==> config.mk <==
export PLATFORM = sky130hd
export DESIGN_NAME = dataproc_uart_rx
export DESIGN_NICKNAME = d
export VERILOG_FILES = /design/src/rtl/dataproc_uart_rx.sv
export SDC_FILE = /design/constraint.sdc
export NUM_CORES = 1
export LEC_CHECK = 0
export CAP_MARGIN = 25
export CORE_ASPECT_RATIO = 0.6
export CORE_UTILIZATION = 50
export CTS_CLUSTER_SIZE = 14
export DETAILED_ROUTE_END_ITERATION = 12
export PLACE_DENSITY = 0.71
export SYNTH_ARGS = -nofsm -noshare
export SYNTH_HDL_FRONTEND = slang
export SYNTH_SLANG_ARGS = --single-unit
==> constraint.sdc <==
create_clock -name clk -period 2.9 [get_ports clk]
set_clock_uncertainty 0.05 [all_clocks]
set_input_delay 0.58 -clock clk [delete_from_list [all_inputs] [get_ports clk]]
set_output_delay 0.58 -clock clk [all_outputs]
set_load 0.1 [all_outputs]
==> src/rtl/dataproc_uart_rx.sv <==
// dataproc_uart_rx: 8N1 serial receiver (LSB first, idle high) feeding a small
// byte FIFO with a valid/ready output. Bit period is taken from cfg_div, clamped
// up to MIN_DIV and latched at start-bit detection.
module dataproc_uart_rx #(
    parameter int FIFO_DEPTH = 4,
    parameter int MIN_DIV    = 4
) (
    input  logic        clk,
    input  logic        resetn,
    input  logic        ser_rx,
    input  logic [31:0] cfg_div,
    output logic [7:0]  rx_data,
    output logic        rx_valid,
    input  logic        rx_ready,
    output logic        rx_frame_err,
    output logic        rx_overrun,
    output logic        rx_busy
);
    localparam int AW = $clog2(FIFO_DEPTH);

    typedef enum logic [2:0] {
        S_IDLE, S_START, S_DATA, S_STOP, S_WAIT_HIGH
    } state_t;

    state_t      state, state_n;
    logic        sync1, rx_s;
    logic [31:0] div_eff, div_q, div_q_n, cnt, cnt_n;
    logic [2:0]  bit_idx, bit_n;
    logic [7:0]  shreg, shreg_n;
    logic        byte_done, frame_err;

    logic [7:0]  mem [FIFO_DEPTH];
    logic [AW:0] wr_ptr, rd_ptr, rd_n;
    logic        empty, full, pop, push, overrun;

    // Two-flop synchroniser; both flops reset to the idle (high) line level
    always_ff @(posedge clk or negedge resetn) begin
        if (!resetn) begin
            sync1 <= 1'b1;
            rx_s  <= 1'b1;
        end else begin
            sync1 <= ser_rx;
            rx_s  <= sync1;
        end
    end

    assign div_eff = (cfg_div < 32'(MIN_DIV)) ? 32'(MIN_DIV) : cfg_div;

    // FSM and bit-timing registers
    always_ff @(posedge clk or negedge resetn) begin
        if (!resetn) begin
            state   <= S_IDLE;
            cnt     <= '0;
            div_q   <= 32'(MIN_DIV);
            bit_idx <= '0;
            shreg   <= '0;
        end else begin
            state   <= state_n;
            cnt     <= cnt_n;
            div_q   <= div_q_n;
            bit_idx <= bit_n;
            shreg   <= shreg_n;
        end
    end

    // Next-state: half a bit period to the start-bit centre, then whole periods
    always_comb begin
        state_n   = state;
        cnt_n     = cnt;
        div_q_n   = div_q;
        bit_n     = bit_idx;
        shreg_n   = shreg;
        byte_done = 1'b0;
        frame_err = 1'b0;
        case (state)
            S_IDLE: begin
                if (!rx_s) begin
                    state_n = S_START;
                    div_q_n = div_eff;
                    cnt_n   = (div_eff >> 1) - 32'd1;
                end
            end
            S_START: begin
                if (cnt != '0) begin
                    cnt_n = cnt - 32'd1;
                end else if (rx_s) begin
                    state_n = S_IDLE;          // false start
                end else begin
                    state_n = S_DATA;
                    bit_n   = '0;
                    cnt_n   = div_q - 32'd1;
                end
            end
            S_DATA: begin
                if (cnt != '0) begin
                    cnt_n = cnt - 32'd1;
                end else begin
                    shreg_n = {rx_s, shreg[7:1]};
                    cnt_n   = div_q - 32'd1;
                    if (bit_idx == 3'd7) state_n = S_STOP;
                    else                 bit_n   = bit_idx + 3'd1;
                end
            end
            S_STOP: begin
                if (cnt != '0) begin
                    cnt_n = cnt - 32'd1;
                end else if (rx_s) begin
                    byte_done = 1'b1;
                    state_n   = S_IDLE;
                end else begin
                    frame_err = 1'b1;
                    state_n   = S_WAIT_HIGH;   // ride out a break without restarting
                end
            end
            S_WAIT_HIGH: begin
                if (rx_s) state_n = S_IDLE;
            end
            default: state_n = S_IDLE;
        endcase
    end

    // FIFO status; a same-cycle pop frees the slot for a push into a full FIFO
    assign empty   = (wr_ptr == rd_ptr);
    assign full    = (wr_ptr[AW] != rd_ptr[AW]) && (wr_ptr[AW-1:0] == rd_ptr[AW-1:0]);
    assign pop     = !empty && rx_ready;
    assign push    = byte_done && (!full || pop);
    assign overrun = byte_done && full && !pop;
    assign rd_n    = rd_ptr + (AW+1)'(pop);

    // Byte storage
    always_ff @(posedge clk) begin
        if (push) mem[wr_ptr[AW-1:0]] <= shreg;
    end

    // Pointers and registered head: a push landing on the new head slot bypasses the array
    always_ff @(posedge clk or negedge resetn) begin
        if (!resetn) begin
            wr_ptr  <= '0;
            rd_ptr  <= '0;
            rx_data <= '0;
        end else begin
            if (push) wr_ptr <= wr_ptr + (AW+1)'(1);
            rd_ptr <= rd_n;
            if (push && (wr_ptr[AW-1:0] == rd_n[AW-1:0])) rx_data <= shreg;
            else if (pop)                                 rx_data <= mem[rd_n[AW-1:0]];
        end
    end

    assign rx_valid     = !empty;
    assign rx_frame_err = frame_err;
    assign rx_overrun   = overrun;
    assign rx_busy      = (state != S_IDLE);
endmodule
== Word level (Yosys, flattened, before mapping) ==
Memories as Yosys holds them, arrays and structs flattened. A register that Yosys moved wholly into a read port is not among the register bits.
Cells that the tools add are included.
Cells by class
  add/subtract/negate cells: 6
  order comparisons: 1
  equal/unequal tests: 19
  multiplexer cells: 29
  bitwise logic cells: 2
  reductions and logical operators: 22
Operators with widths (number)
  2-to-1 mux 32 bit: 6
  case mux 32 bit (4 select lines): 1
  subtractor 32 x 1 -> 32 bit, second input constant: 2
  2-to-1 mux 3 bit: 11
  < comparator 32 x 3 -> 1 bit, second input constant: 1
  nonzero test 32 bit: 1
  subtractor 31 x 1 -> 32 bit, second input constant: 1
  != test 2 bit, second input constant: 9
  case mux 3 bit (5 select lines): 1
  2-to-1 mux 1 bit: 8
  adder 3 x 1 -> 3 bit, second input constant: 2
  == test 3 x 2 -> 1 bit, second input constant: 2
  == test 3 bit, second input constant: 2
  logical AND 1 bit: 6
  case mux 3 bit (2 select lines): 1
  AND reduction 6 bit: 1
  AND reduction 5 bit: 1
  == test 2 bit: 2
  logical NOT 1 bit: 4
  AND reduction 2 bit: 2
  AND reduction 4 bit: 1
  nonzero test 2 bit: 2
  nonzero test 4 bit: 1
  adder 3 x 1 -> 3 bit: 1
  9 further kinds: 10
Word-level totals
  register bits after elaboration: 86
  memory bits (writable): 32
  input bits: 36
  output and inout port bits: 12
  logic and storage cells: 89
  memories kept: 1
Memories
  mem: depth 4, bits a word 8, read ports 1, clocked after memory_dff 1, write ports 1, line 32  | logic [7:0] mem [FIFO_DEPTH];

== Longest topological paths before layout ==
  depth in word-level cells: 7
  depth in mapped cells: 14
  gate-level depth less buffers: 12

== Least setup slack after synthesis ==
No wires, ideal clock.
  kind: reg2out
  start: reg cnt[0]
  end: out rx_frame_err
  data arrival time: 3626 ps
  required time: 2270 ps
  slack: -1356 ps
  stages on the path, launching flop included: 8
  path buffers: 1
  cells stage by stage: dfrtp_1 inv_1 ha_1 nor4b_2 nand4_2 or3_1 buf_6 nor3_1
Between the ends
  word-level cells in the longest chain between the ends: 3
RTL lines
  start: declaration: line 27  | logic [31:0] div_eff, div_q, div_q_n, cnt, cnt_n;
  start signal: assignment: line 59  | cnt <= cnt_n;
  nonzero test 32 bit: line 105  | if (cnt != '0) begin
  2-to-1 mux 1 bit: line 105
  2-to-1 mux 1 bit: line 75  | case (state)
  end: declaration: line 15  | output logic rx_frame_err,
Every way passes these cells.

== Worst setup path in the final report ==
  start: in cfg_div[9]
  end: reg cnt[30]
Between the ends
  word-level cells in the longest chain between the ends: 5
RTL lines
  start: declaration: line 11  | input logic [31:0] cfg_div,
  < comparator 32 x 3 -> 1 bit: line 47  | assign div_eff = (cfg_div < 32'(MIN_DIV)) ? 32'(MIN_DIV) : cfg_div;
  2-to-1 mux 32 bit (*): line 47
  subtractor 31 x 1 -> 32 bit (*): line 80  | cnt_n = (div_eff >> 1) - 32'd1;
  2-to-1 mux 32 bit (*): line 77  | if (!rx_s) begin
  case mux 32 bit (4 select lines) (*): line 75
Mark *: on every way between the ends. The rest lies on a longest branch, timed or not. The select of a mux whose other input is x is not followed.
A chain may end at the register's enable or synchronous reset.

==> reports/results.tsv <==
metric	value	unit
status	finished, violations left	
violations	setup timing	
coreArea	14500	um2
final_area	10000	um2
gp_congestion	0.940	
async_reset_ff_frac	0.746	
final_cell_mix	147 x buf_4, 124 x nand2_1, 90 x dfrtp_1	
rrSetupSlack	-0.18	ns
grt_max_degree	61	
wl_per_cell	20.2	um
die_width	159	um
tightest_slew	0.871	ns
grt_usage	0.317	
synth_cells	781	
num_io_pins	48	
synth_area	7420	um2
die_area	15400	um2
start_util	0.512	
synth-edff-count	32	
start_kind	primary input	
synth.avg_cell_area	9.50	um2
rows	34	
h-tree-depth	4	
path_max_fanout	3	
num_antenna_cells	0	
cp_data_required_time	3.13	ns
relSlewSlack	0.416	
fin_cells	1172	
cp-end-kind	flop	
p_leak	4.29	nW
synth-warning-count	0	
hpwlAfterDp	16800	um
worst_path_max_delay_cell	or4_4	
grt_overflow_total	0	
ctsLongestPathBuffers	2	
cts_tree	yes	
fin_crit	3.24	ns
antenna_left	0	
placed_cell_area	8980	um2
drc	0	
critPathMaxStageDelay	0.53	ns
drtPass1Iterations	6	
grt_pass1_wl	36500	um
synth_flop_cell	dfrtp_1	
nets	1010	
criticalPathCategory	in2reg	
antenna_found_initial	0	
drv_cap	0	
post_route_cells_drive_above_1_share	0.292	
final_core_util	0.691	
insertion_delay	0.42	ns
seq_area_frac_synth	0.447	
port_buffers	47	
drt_iter0_drc	761	
fin_ws	-0.340	ns
vdd_drop_max	510	uV
synth.distinct_cells	67	
fmax	309	MHz
wl	23700	um
final_common_cell	buf_4	
finalSetupTns	-3.52	ns
num_vias	7029	
die_h	96.4	um
root_buffer	clkbuf_16	
area_delta_synth_final	35.1	%
pre_cts_slack	-1.03	ns
path_cells	buf_6 > or4_4 > nand2b_4 > nor3_4 > nand2_2 > o21ai_2 > ha_2 > or4b_4 > buf_6 > nor4_4 > xnor2_1 > o22ai_1 > a21oi_1 > o21ai_1	
drv_slew	0	
setup_viol_count_final	14	
path_clk_slew	0.07	ns
syn-num-nets	830	
first_global_vias	6551	
min_path_type	in2async	
arrival	3.47	ns
cts_buffers	17	
layout_worst_path_cycle_share	1.12	
placed_cells	1101	
numClockSinks	126	
rsz0062_at_grt	yes	
hold_violations	0	
ys_ff_latch	126	
powerDensity	538	nW/um2
cpMostUsedCell	buf_6	
vias_per_cell	6.00	
[cell usage after synthesis (15+ instances only)]
cell type / number / area [um2]
o21ai_0: 54 / 270
nor4_1: 25 / 156
dfrtp_1: 91 / 2280
clkbuf_1: 25 / 93.8
edfxtp_1: 32 / 961
nor2_1: 58 / 218
nand2_1: 126 / 473
a21oi_1: 31 / 155
o22ai_1: 17 / 106
xor2_1: 28 / 245
inv_1: 15 / 56.3
nor3_1: 38 / 190
xnor2_1: 41 / 359
[stage by stage]
stage | total power, mW | hold slack (ns)
CTS | 5.38 | 0.228
global placement | 3.14 | 0.299
finish | 5.40 | 0.214
detailed placement | 3.17 | 0.301
floorplan | 2.73 | 0.234
global route | 5.60 | 0.278
[layout make-up]
cell class,instances,area (um2)
Clock buffer,19,443
Clock inverter,13,138
Fill cell,1077,4480
Sequential cell,126,3320
Inverter,15,56.3
Multi-Input combinational cell,603,4120
Tap cell,198,248
Timing Repair Buffer,198,1700
[worst max-delay path, delay by kind of cell]
family | cells | cell delay [ns]
xor gates and xnor gates | 1 | 0.14
AOI/OAI and AO/OA | 4 | 0.46
buffers and inverters | 2 | 0.25
adders and majority gates | 1 | 0.20
and+or+nand+nor | 6 | 1.83
[layer usage]
layer / track usage / part of all wire
met4: 0.0649 / 0.0058
met1: 0.475 / 0.46
met2: 0.454 / 0.42
met3: 0.0883 / 0.12
met5: 0 / 0
[state kept, by name, indices dropped and copies added (netlist names)]
register,flops
bit_idx,3
sync1,1
div_q,32
shreg,8
wr_ptr,3
rx_data,8
mem,32
rx_s,1
rd_ptr,3
state,3
cnt,32
[path summary, 6_finish.rpt]
path,startpoint,to,depth (start not counted)
max reg2reg,cnt[1],cnt[30],10
max,cfg_div[9],cnt[30],14
min reg2reg,sync1,rx_s,0
min,resetn,div_q[14],1
max in group asynchronous,resetn,rx_s,2
min in group clk,sync1,rx_s,0
[where the power goes]
group	total, mW	leakage, nW	switching (mW)	internal [mW]
Combinational	1.10	2.50	0.589	0.513
Sequential	2.14	1.51	0.187	1.95
Clock	2.15	0.282	0.862	1.29
[kinds of logic after synthesis]
logic type      count (synthesis)  synth area share
buf+inv                        52            0.0308
xor+xnor                       69            0.0814
fa+ha+maj                      13            0.0219
mux                            31            0.0573
compound gates                162             0.134
flops                         126             0.447
simple gates                  328             0.227
[timing repair]
action | 4_1_cts | 5_1_grt
gates resized for setup | 64 | 13
endpoints found under the setup margin | 17 | 16
buffers inserted | 33 | 11
hold buffers | 0 | 0
pin swaps | 23 | 12
No activity file was read; power rests on OpenSTA's default activity.
